### config.mk
export PLATFORM = sky130hd
export DESIGN_NAME = call_return_ctrl_flat
export DESIGN_NICKNAME = d
export VERILOG_FILES = /design/src/rtl/call_return_ctrl_if.sv /design/src/rtl/call_return_ctrl.sv /design/src/flat_wrapper.sv
export SDC_FILE = /design/constraint.sdc
export NUM_CORES = 1
export LEC_CHECK = 0
export ABC_AREA = 0
export CORE_MARGIN = 3
export CORE_UTILIZATION = 44
export CTS_CLUSTER_DIAMETER = 100
export DETAILED_ROUTE_END_ITERATION = 16
export GPL_TIMING_DRIVEN = 0
export PLACE_DENSITY_LB_ADDON = 0.15
export SLEW_MARGIN = 15
export SYNTH_ARGS = -nofsm -noshare
export SYNTH_HDL_FRONTEND = slang
export SYNTH_SLANG_ARGS = --single-unit
### constraint.sdc
create_clock -name clk -period 2.75 [get_ports clk]
set_input_delay 0.275 -clock clk [delete_from_list [all_inputs] [get_ports clk]]
set_output_delay 0.275 -clock clk [all_outputs]
set_load 0.005 [all_outputs]
### src/rtl/call_return_ctrl_if.sv
// Bus between decode/stack (master side) and the call/return sequencer (slave side).
interface call_return_ctrl_if #(
  parameter int AW = 19,
  parameter int CW = 9
);
  logic          instr_valid;
  logic          is_call;
  logic          is_ret;
  logic [AW-1:0] ret_addr;
  logic [AW-1:0] call_target;
  logic          err_clr;
  logic          ready;
  logic          push;
  logic          pop;
  logic [AW-1:0] push_data;
  logic [AW-1:0] stk_data;
  logic          redir_valid;
  logic [AW-1:0] redir_pc;
  logic [CW-1:0] depth;
  logic          overflow;
  logic          underflow;
  logic          illegal;

  modport master (
    output instr_valid, is_call, is_ret, ret_addr, call_target, err_clr, stk_data,
    input  ready, push, pop, push_data, redir_valid, redir_pc, depth,
           overflow, underflow, illegal
  );

  modport slave (
    input  instr_valid, is_call, is_ret, ret_addr, call_target, err_clr, stk_data,
    output ready, push, pop, push_data, redir_valid, redir_pc, depth,
           overflow, underflow, illegal
  );
endinterface

### src/rtl/call_return_ctrl.sv
// Sequences CALL/RET into return-address-stack push/pop strobes and a PC redirect,
// tracking occupancy and trapping overflow, underflow and illegal encodings.
module call_return_ctrl #(
  parameter int AW    = 19,
  parameter int DEPTH = 256,
  parameter int CW    = 9
) (
  input logic              clk,
  input logic              rst,
  call_return_ctrl_if.slave bus
);

  typedef enum logic [2:0] {IDLE, PUSH, POP, WAIT, REDIR} state_t;

  localparam logic [CW-1:0] FULL = CW'(DEPTH);

  state_t        state;
  logic [AW-1:0] target;

  logic accept, both, do_call, do_ret, full, empty;

  assign accept  = bus.instr_valid & bus.ready;
  assign both    = bus.is_call & bus.is_ret;
  assign do_call = accept & bus.is_call & ~bus.is_ret;
  assign do_ret  = accept & bus.is_ret & ~bus.is_call;
  assign full    = (bus.depth == FULL);
  assign empty   = (bus.depth == '0);

  // NOTE: sequential state uses non-blocking assignments so every register
  // samples pre-edge values regardless of statement order.
  always_ff @(posedge clk) begin
    if (rst) begin
      state           <= IDLE;
      target          <= '0;
      bus.ready       <= 1'b1;
      bus.push        <= 1'b0;
      bus.pop         <= 1'b0;
      bus.push_data   <= '0;
      bus.redir_valid <= 1'b0;
      bus.redir_pc    <= '0;
      bus.depth       <= '0;
      bus.overflow    <= 1'b0;
      bus.underflow   <= 1'b0;
      bus.illegal     <= 1'b0;
    end else begin
      bus.push        <= 1'b0;
      bus.pop         <= 1'b0;
      bus.redir_valid <= 1'b0;

      // Clear first so a simultaneous new error still sets its flag.
      if (bus.err_clr) begin
        bus.overflow  <= 1'b0;
        bus.underflow <= 1'b0;
        bus.illegal   <= 1'b0;
      end
      if (accept & both)    bus.illegal   <= 1'b1;
      if (do_call & full)   bus.overflow  <= 1'b1;
      if (do_ret  & empty)  bus.underflow <= 1'b1;

      case (state)
        IDLE: begin
          if (do_call && !full) begin
            bus.push      <= 1'b1;
            bus.push_data <= bus.ret_addr;
            target        <= bus.call_target;
            bus.depth     <= bus.depth + CW'(1);
            bus.ready     <= 1'b0;
            state         <= PUSH;
          end else if (do_ret && !empty) begin
            bus.pop   <= 1'b1;
            bus.depth <= bus.depth - CW'(1);
            bus.ready <= 1'b0;
            state     <= POP;
          end
        end
        PUSH: begin
          bus.redir_valid <= 1'b1;
          bus.redir_pc    <= target;
          state           <= REDIR;
        end
        POP:  state <= WAIT;
        WAIT: begin
          // Stack read data is valid only now, one cycle after the pop strobe.
          bus.redir_pc    <= bus.stk_data;
          bus.redir_valid <= 1'b1;
          state           <= REDIR;
        end
        REDIR: begin
          bus.ready <= 1'b1;
          state     <= IDLE;
        end
        default: begin
          bus.ready <= 1'b1;
          state     <= IDLE;
        end
      endcase
    end
  end

endmodule

### src/flat_wrapper.sv
// flat-port wrapper written by rule: the top's interface ports become plain ports
module call_return_ctrl_flat 
#(
  parameter int AW    = 19,
  parameter int DEPTH = 256,
  parameter int CW    = 9
)
  (clk, rst, bus_instr_valid, bus_is_call, bus_is_ret, bus_ret_addr, bus_call_target, bus_err_clr, bus_stk_data, bus_ready, bus_push, bus_pop, bus_push_data, bus_redir_valid, bus_redir_pc, bus_depth, bus_overflow, bus_underflow, bus_illegal);
  call_return_ctrl_if #(.AW(AW), .CW(CW)) bus_i ();
  input logic clk;
  input logic rst;
  input wire logic [$bits(bus_i.instr_valid)-1:0] bus_instr_valid;
  input wire logic [$bits(bus_i.is_call)-1:0] bus_is_call;
  input wire logic [$bits(bus_i.is_ret)-1:0] bus_is_ret;
  input wire logic [$bits(bus_i.ret_addr)-1:0] bus_ret_addr;
  input wire logic [$bits(bus_i.call_target)-1:0] bus_call_target;
  input wire logic [$bits(bus_i.err_clr)-1:0] bus_err_clr;
  input wire logic [$bits(bus_i.stk_data)-1:0] bus_stk_data;
  output wire logic [$bits(bus_i.ready)-1:0] bus_ready;
  output wire logic [$bits(bus_i.push)-1:0] bus_push;
  output wire logic [$bits(bus_i.pop)-1:0] bus_pop;
  output wire logic [$bits(bus_i.push_data)-1:0] bus_push_data;
  output wire logic [$bits(bus_i.redir_valid)-1:0] bus_redir_valid;
  output wire logic [$bits(bus_i.redir_pc)-1:0] bus_redir_pc;
  output wire logic [$bits(bus_i.depth)-1:0] bus_depth;
  output wire logic [$bits(bus_i.overflow)-1:0] bus_overflow;
  output wire logic [$bits(bus_i.underflow)-1:0] bus_underflow;
  output wire logic [$bits(bus_i.illegal)-1:0] bus_illegal;
  assign bus_i.instr_valid = bus_instr_valid;
  assign bus_i.is_call = bus_is_call;
  assign bus_i.is_ret = bus_is_ret;
  assign bus_i.ret_addr = bus_ret_addr;
  assign bus_i.call_target = bus_call_target;
  assign bus_i.err_clr = bus_err_clr;
  assign bus_i.stk_data = bus_stk_data;
  assign bus_ready = bus_i.ready;
  assign bus_push = bus_i.push;
  assign bus_pop = bus_i.pop;
  assign bus_push_data = bus_i.push_data;
  assign bus_redir_valid = bus_i.redir_valid;
  assign bus_redir_pc = bus_i.redir_pc;
  assign bus_depth = bus_i.depth;
  assign bus_overflow = bus_i.overflow;
  assign bus_underflow = bus_i.underflow;
  assign bus_illegal = bus_i.illegal;
  call_return_ctrl #(.AW(AW), .DEPTH(DEPTH), .CW(CW)) u_core (.clk(clk), .rst(rst), .bus(bus_i));
endmodule
==> reports/summary.md, run 1 <==
The flow ran to the end, and the final reports show no timing, DRC or antenna violations. For this run, the post-layout net count is 562. The total overflow left after global routing is 0. Final routed wirelength across all metal layers: 8270 um. The synthesized area was 0.00315 mm^2. TritonCTS built the clock tree. The critical path is of the reg -> reg type.

Timing would allow up to 384 MHz. The number of placed I/O pins is 117, and the height of the chip is 90.6 um. The setup TNS was 0 ns. The number of pins with negative max-slew slack in the final report was 0; the setup violation total in the final timing report was 0. The synthesized design contains 76 register bits. The simple-gate share of the synthesized area is 0.179, and the share of the synthesized area in compound gates (AO/OA/AOI/OAI) is 0.162.

Actual slew at the worst max-slew pin: 0.763 ns. The run gives 14 as the pin count of the biggest net entering global routing. The run gives 0.483 as the sequential cell area fraction in the yosys report. Routability-driven placement finished with a final weighted congestion of 0.851. In this design, the stage delay of the slowest critical-path cell is 0.37 ns. For the register area, the log shows 0.00152 mm^2. In this run the worst path has a maximum fanout of 9. Summing all non-filler instances in the final layout gives an area of 0.00469 mm^2. The portion of netlist area occupied by mux cells is 0.0762, and the number of maximum-capacitance violations is 0. For the via count of the first global-routing pass, the log shows 2,961. The first global-routing pass estimated 13,800 um of wire.

The run gives 2.88 ns as the endpoint arrival time on the critical path. Number of buffer and inverter instances along the worst setup path: 0. The detail route stage leaves a number of antenna-violating nets equal to 0.

Across the VDD grid, the largest voltage drop is 379 uV. Initial cell density of the core: 0.459. The worst path needs 2.61 ns of the cycle, external delays included. Once placement finished, the instance area stood at 0.00442 mm^2. In the post-synthesis netlist, the biggest area contributors are sky130_fd_sc_hd__dfxtp_1, sky130_fd_sc_hd__nand2_1, sky130_fd_sc_hd__mux2i_1, sky130_fd_sc_hd__a21oi_1, sky130_fd_sc_hd__a211oi_1. The xor and xnor fraction of the mapped netlist area was 0.0195; the maximum level of the CTS H-tree was 3. Core box area: 0.00687 mm^2. Number of antenna violations at the first check in global routing: 0. The root buffer cell is sky130_fd_sc_hd__clkbuf_8. Walking the worst path, the cells encountered are nor4_4 > nand3_2 > nand2_4 > ha_1 > a21o_1 > a31o_2 > a31oi_1 > xnor2_1 > or3_1 > a21oi_1. Summing over every cut layer, the via total after detailed routing is 2,963. Data on the critical path is required at its endpoint by 3.02 ns. Fraction of layout instances using a drive strength above 1: 0.0747. The post-synthesis average cell area is 8.73 um^2. After clock tree synthesis, the clock-pin slew on the worst setup and hold paths is 0.07 ns. The tools report the TritonCTS buffer count as 9. On the final layout, the worst hold slack is 0.455 ns.

STA classifies the critical path endpoint as a flop. For the headroom to the max-slew limit, the log shows 0.491. In this run the worst hold path is classified as reg -> reg. The synthesized netlist contains 39 unique library cells. Of all cell types, the one taking the most synthesized area is sky130_fd_sc_hd__dfxtp_1. Detailed placement ended at an HPWL of 5950 um. The area growth from synthesis to layout is 48.8%. The worst setup path is launched from a flop. The logs give 0.00836 ns for the clock tree skew after final layout and 0 for the total count of hold-check failures in the final report. After detailed routing, the number of vias per cell comes to 5.01. The cell with the largest stage delay on the worst path is sky130_fd_sc_hd__dfxtp_1.

The adder-cell share of the synthesized area is 0.0381, and the number of hold buffers added after CTS is 0. Before antenna repair, the detailed router went through 4 iterations. The initialized floorplan defines 30 standard-cell rows. The number of input and output port buffers inserted was 115. For this block, the initial DRC count from the detailed router was 132. Measured along the x axis, the die boundary spans 90.6 um. After detailed routing, the average wire length per cell comes to 14.0 um. Share of the clock period used by the worst path: 0.948. For the number of buffers between clock root and the deepest sink, the log shows 2. In this design, the largest share of critical-path delay is due to simple AND/OR/NAND/NOR gates.

The number of fill cells was 586; the power density over the cells was 692 mW/mm^2. The footprint of the multi-input gates is 0.00153 mm^2. The logs give 433 for the net count of the mapped netlist and 1.66 nW for the reported leakage power. During synthesis, Yosys emitted a total of 0 warnings. For this run, design rule violations remaining after detail routing come to 0.

The tools report the overall die area as 0.00821 mm^2. At the later pin of the worst-skew pair, clock insertion delay measures 0.35 ns. The total global-route track usage was 0.208; the area share of the largest cell type after synthesis was 0.483. Sink count of the clock tree: 76. Main combinational cell family by area after synthesis: simple AND/OR/NAND/NOR gates.

The post-synthesis instance total is 361, and the antenna diode instance count is 0.
## routing by layer
metal,global-route usage,part of all wire
met5,0,0
met2,0.338,0.46
met3,0.104,0.098
met1,0.237,0.43
met4,0.0727,0.018
## cell usage in the layout (no fill, tap or decap), types with 2 or more instances in the layout
master / count
sky130_fd_sc_hd__mux2i_1: 24
sky130_fd_sc_hd__clkbuf_1: 17
sky130_fd_sc_hd__and2_1: 2
sky130_fd_sc_hd__inv_1: 5
sky130_fd_sc_hd__bufinv_16: 2
sky130_fd_sc_hd__clkbuf_8: 9
sky130_fd_sc_hd__xor2_1: 2
sky130_fd_sc_hd__a31o_2: 2
sky130_fd_sc_hd__ha_1: 8
sky130_fd_sc_hd__o21ai_0: 2
sky130_fd_sc_hd__clkinv_2: 3
sky130_fd_sc_hd__o21a_1: 2
sky130_fd_sc_hd__a21o_1: 4
sky130_fd_sc_hd__nand4_1: 2
sky130_fd_sc_hd__a31oi_1: 3
sky130_fd_sc_hd__buf_4: 5
sky130_fd_sc_hd__or3_1: 2
sky130_fd_sc_hd__xnor2_1: 5
sky130_fd_sc_hd__dfxtp_1: 76
sky130_fd_sc_hd__nor4_4: 2
sky130_fd_sc_hd__a211oi_1: 20
sky130_fd_sc_hd__clkdlybuf4s50_1: 115
sky130_fd_sc_hd__nand2_1: 80
sky130_fd_sc_hd__nor2_1: 32
sky130_fd_sc_hd__a21oi_1: 43
sky130_fd_sc_hd__nor3_1: 4
sky130_fd_sc_hd__buf_2: 4
## final cells by class
type                            count  area share
Multi-Input combinational cell    255       0.326
Sequential cell                    76       0.324
Timing Repair Buffer              118       0.250
Clock buffer                        9      0.0264
Tap cell                           96      0.0256
Buffer                             24      0.0235
Clock inverter                      7      0.0195
Inverter                            6     0.00480
## path summary, 6_finish.rpt
path	from	end	slack, ns	cells past startpoint
hold / removal	u_core.target[13]	u_core.target[13]	0.45	2
hold reg to reg	u_core.target[13]	u_core.target[13]	0.45	2
setup reg to reg	u_core.bus.depth[6]	u_core.bus.depth[8]	0.14	10
setup / recovery	u_core.bus.depth[6]	u_core.bus.depth[8]	0.14	10
## worst min-delay path: cells and delay by family, from the launching register on
family,cells,cell delay (ns)
compound gates,1,0.05
flops,1,0.31
simple gates,1,0.05
## power by group
part | switching (W) | total, W | internal, W
clock | 0.000406 | 0.000913 | 0.000507
sequential | 0.0000990 | 0.00131 | 0.00121
combinational | 0.000460 | 0.00102 | 0.000562
## synthesized netlist by cell type, drive strengths merged
cell type,instances
a311o,1
nand3,2
ha,8
xor2,2
xnor2,5
and4,1
nor2b,1
mux2i,24
a21o,5
or3,2
a31o,2
inv,6
nand2,81
nor4,3
a211oi,20
nand4,2
and3,2
o221a,1
o21ai,2
o221ai,1
dfxtp,76
o21a,3
clkbuf,17
nor3,4
fa,1
and2,2
buf,7
a22oi,1
a31oi,3
a21oi,43
nor2,32
and4b,1
## repair_timing
action,in CTS,in global routing
endpoints found under the setup margin,2,2
resized for setup,2,3
setup buffers,0,3
pin swaps,0,2
## stage by stage
stage	util	instances	worst slack (ns)	total power [W]
after floorplan	-	361	0.189	0.00191
after global placement	0.644	572	-0.271	0.00229
after detailed placement	0.644	572	-0.318	0.00231
after CTS	0.676	588	0.000961	0.00324
after global routing	0.683	591	-0.00864	0.00344
final	0.683	591	0.143	0.00324
## state kept, by name, indices dropped and copies added (netlist names)
signal / flops
u_core.bus.push_data: 19
u_core.bus.redir_pc: 19
u_core.target: 19
u_core.bus.depth: 9
u_core.state: 3
u_core.bus.illegal: 1
u_core.bus.overflow: 1
u_core.bus.pop: 1
u_core.bus.push: 1
u_core.bus.ready: 1
u_core.bus.redir_valid: 1
u_core.bus.underflow: 1
## logic make-up after synthesis
family / count (synthesis)
buffers and inverters: 30
muxes: 24
AOI/OAI and AO/OA: 82
and+or+nand+nor: 133
adders and majority gates: 9
DFF: 76
xor gates and xnor gates: 7
(Power assumes the default switching activity.)
==> run 2: changes to the inputs <==
--- a/config.mk
+++ b/config.mk
@@ -7,7 +7,7 @@
 export LEC_CHECK = 0
 export ABC_AREA = 0
 export CORE_MARGIN = 3
-export CORE_UTILIZATION = 44
+export CORE_UTILIZATION = 48
 export CTS_CLUSTER_DIAMETER = 100
 export DETAILED_ROUTE_END_ITERATION = 16
 export GPL_TIMING_DRIVEN = 0
==> constraint.sdc (replaced) <==
create_clock -name clk -period 3.27 [get_ports clk]
set_input_delay 0.327 -clock clk [delete_from_list [all_inputs] [get_ports clk]]
set_output_delay 0.327 -clock clk [all_outputs]
set_load 0.005 [all_outputs]
==> run 2 against run 1 <==
Die area down 7.8%. Register-to-register slack gained 0.14 ns. Worst hold slack got worse by 0.0015 ns. Final cell count shrank 4.2%. Routed wire length is 1.0% higher. Power is 18% lower. Global-route usage is 2.0 points higher. Combinational power down 18%. Clock power down 18%. Final area fell by 1.9%. Sequential power decreased by 17%. Clock skew rose by 0.0017 ns. Critical path type unchanged.
==> reports/summary.md, run 2 (synthesized netlist as in run 1, its figures left out) <==
The flow ran to the end, and the final reports show no timing, DRC or antenna violations. The logs give 3 (unchanged) for the maximum level of the CTS H-tree and 76 (unchanged) for the sink count of the clock tree. The overall die width is 87.0 um (was 90.6 um). The critical path startpoint category was a flop (unchanged). The destination of the worst register-to-register timing path was u_core.bus.depth[8] (unchanged). The worst reg2reg path startpoint was u_core.bus.depth[3] (was u_core.bus.depth[6]). The logs give 334 MHz (was 384 MHz) for the maximum clock rate and 0.868 (was 0.851) for the placer's final routability congestion estimate. The logs give 0 (unchanged) for the antenna diode instance count and 2,946 (was 2,963) for the total number of vias.

Number of input and output port buffers inserted: 115 (unchanged). The root buffer cell is sky130_fd_sc_hd__clkbuf_8 (unchanged). For the endpoint arrival time on the critical path, the log shows 3.26 ns (was 2.88 ns). Total count of hold-check failures in the final report: 0 (unchanged). Top library cells by usage in the layout, fill and taps aside: sky130_fd_sc_hd__clkdlybuf4s50_1, sky130_fd_sc_hd__nand2_1, sky130_fd_sc_hd__dfxtp_1 (unchanged). For the total global-route track usage, the log shows 0.228 (was 0.208). The setup violation total in the final timing report is 0 (unchanged). Largest registers ranked by flip-flop count: u_core.bus.push_data x19, u_core.bus.redir_pc x19, u_core.target x19 (unchanged). The via count of the first global-routing pass came out at 2,924 (was 2,961). The power density over the cells works out to 581 mW/mm^2 (was 692 mW/mm^2). The highest net fanout along the worst path works out to 11 (was 9). The number of maximum-capacitance violations is 0 (unchanged). The tools report the headroom to the max-slew limit as 0.506 (was 0.491).

The first-pass detailed-route iteration total was 4 (unchanged). The overall die area came out at 0.00757 mm^2 (was 0.00821 mm^2). The logs give 0 (unchanged) for the number of pins with negative max-slew slack in the final report and 117 (was 132) for the violation count after the first detailed-route iteration. The later-pin clock latency in the skew report was 0.34 ns (was 0.35 ns); the total congestion overflow was 0 (unchanged). For the core box area, the log shows 0.00613 mm^2 (was 0.00687 mm^2). The critical path launch point is u_core.bus.depth[3] (was u_core.bus.depth[6]). For the pin count of the biggest net entering global routing, the log shows 13 (was 14). The post-layout utilization of the core is 0.750 (was 0.683), and the number of hold buffers added after CTS is 0 (unchanged). The post-layout minimum cycle time came out at 2.99 ns (was 2.61 ns).

The type of the setup path with the least slack was reg -> reg (unchanged). The TritonCTS buffer count is 9 (unchanged), and the share of the clock period used by the worst path is 0.915 (was 0.948). Type of the most critical hold path: reg -> reg (unchanged). The run gives 6210 um (was 5950 um) as the final HPWL from detailed placement.

The cell with the largest stage delay on the worst path was sky130_fd_sc_hd__fa_1 (was sky130_fd_sc_hd__dfxtp_1). The delay of the slowest cell on the worst path was 0.44 ns (was 0.37 ns). For the total power of the final layout, the log shows 0.00267 W (was 0.00324 W). The fraction of layout instances using a drive strength above 1 came out at 0.0631 (was 0.0747).

The post-CTS setup-driven buffer insertion count is 0 (unchanged), and the worst vdd rail ir drop is 395 uV (was 379 uV). The run gives 0 (unchanged) as the number of antenna violations at the first check in global routing. For the setup TNS, the log shows 0 ns (unchanged). The actual slew at the worst max-slew pin was 0.740 ns (was 0.763 ns); the number of buffers between clock root and the deepest sink was 2 (unchanged). Setup repair after global routing left no endpoint under its margin.

Series of cell instances along the critical path: nor4_2 > nand3_1 > nand2_1 > inv_2 > fa_1 > inv_1 > a31o_2 > a31oi_1 > xnor2_1 > or3_1 > a21oi_1 (was nor4_4 > nand3_2 > nand2_4 > ha_1 > a21o_1 > a31o_2 > a31oi_1 > xnor2_1 > or3_1 > a21oi_1). The global-route wire length before repair came out at 13,500 um (was 13,800 um). Number of placed I/O pins: 117 (unchanged).

Most common library cell in the layout ignoring fill and taps: sky130_fd_sc_hd__clkdlybuf4s50_1 (unchanged). The critical path endpoint is u_core.bus.depth[8] (unchanged). The area added between synthesis and finish was 46.0% (was 48.8%).

The run gives 0.514 (was 0.459) as the initial cell density of the core. The final routed wire length divided by cell count is 14.8 um (was 14.0 um). TritonCTS built the clock tree.

The tools report the DRC violations left as 0 (unchanged). Reg-to-reg setup timing slack: 0.28 ns (was 0.14 ns). The run gives 3.54 ns (was 3.02 ns) as the required time at the worst-slack endpoint.

The reported leakage power came out at 1.64 nW (was 1.66 nW). The post-cts sizing count is 0 (was 2). The number of standard-cell rows in the floorplan was 28 (was 30). Clock tree skew after final layout: 0.0100 ns (was 0.00836 ns). The depth of the worst register-to-register path works out to 11 (was 10). Final net count: 559 (was 562). The kind of end point of the critical path was a flop (unchanged). The final routed wirelength across all metal layers is 8350 um (was 8270 um). The number of routed nets with antenna violations was 0 (unchanged). The average via count per standard cell is 5.20 (was 5.01).

The height of the chip works out to 87.0 um (was 90.6 um). Post-CTS clock slew at the launch and capture registers of the worst setup and hold paths: 0.08 ns (was 0.07 ns).
[run 2: cell count changes in the layout (fill, tap and decap cells not counted)]
cell,delta
sky130_fd_sc_hd__buf_4,-3
sky130_fd_sc_hd__clkinv_2,+1
sky130_fd_sc_hd__clkinv_4,-1
sky130_fd_sc_hd__clkinvlp_4,-1
sky130_fd_sc_hd__nand2_1,+1
sky130_fd_sc_hd__nand2_4,-1
sky130_fd_sc_hd__nand3_1,+1
sky130_fd_sc_hd__nand3_2,-1
sky130_fd_sc_hd__nor4_2,+2
sky130_fd_sc_hd__nor4_4,-2
[run 2: how the worst min path moves through the flow]
| stage | startpoint | endpoint | slack, ns | depth (start not counted) |
|---|---|---|---|---|
| 5_1_grt | u_core.bus.push_data[4] | u_core.bus.push_data[4] | 0.48 | 2 |
| 6_report | u_core.target[3] | u_core.target[3] | 0.45 | 2 |
| 3_5_place_dp | u_core.bus.push_data[6] | u_core.bus.push_data[6] | 0.45 | 2 |
| 3_3_place_gp | u_core.bus.push_data[6] | u_core.bus.push_data[6] | 0.44 | 2 |
| 4_1_cts | u_core.bus.push_data[6] | u_core.bus.push_data[6] | 0.46 | 2 |
| 2_1_floorplan | u_core.target[0] | u_core.target[0] | 0.44 | 2 |
[run 2: area by class of cell]
class	instances	area, um^2
Buffer	24	110
Clock buffer	9	124
Clock inverter	6	80.1
Fill cell	475	1530
Inverter	6	22.5
Multi-Input combinational cell	255	1500
Sequential cell	76	1520
Tap cell	75	93.8
Timing Repair Buffer	115	1150
[run 2: through the flow]
| step | worst slack (ns) | std cells | hold slack [ns] | instance area, um^2 |
|---|---|---|---|---|
| 3_3_place_gp | 0.205 | 551 | 0.440 | 4400 |
| 4_1_cts | 0.308 | 566 | 0.456 | 4600 |
| 5_1_grt | 0.0980 | 566 | 0.481 | 4600 |
| 3_5_place_dp | 0.0801 | 551 | 0.446 | 4400 |
| 6_report | 0.279 | 566 | 0.453 | 4600 |
| 2_1_floorplan | 0.709 | 361 | 0.436 | 3150 |
[run 2: power breakdown]
| group | switching, W | total, W | internal [W] | leakage, nW |
|---|---|---|---|---|
| sequential | 0.0000729 | 0.00109 | 0.00102 | 0.617 |
| combinational | 0.000382 | 0.000837 | 0.000455 | 0.913 |
| clock | 0.000327 | 0.000747 | 0.000420 | 0.109 |
[run 2: per-layer routing]
metal,vias to the layer above,share of wire,track usage
li1,1484,-,-
met1,1345,0.42,0.278
met2,103,0.47,0.367
met3,14,0.086,0.0757
met4,0,0.020,0.0992
met5,-,0,0
[run 2: worst max-delay path: cells and delay by family (launching register included)]
family | cells | cell delay, ns
adder cells (fa/ha/maj) | 1 | 0.44
AND/OR/NAND/NOR | 4 | 1.30
XOR/XNOR | 1 | 0.15
AO/OA/AOI/OAI | 3 | 0.45
flip-flops | 1 | 0.37
buffers and inverters | 2 | 0.22
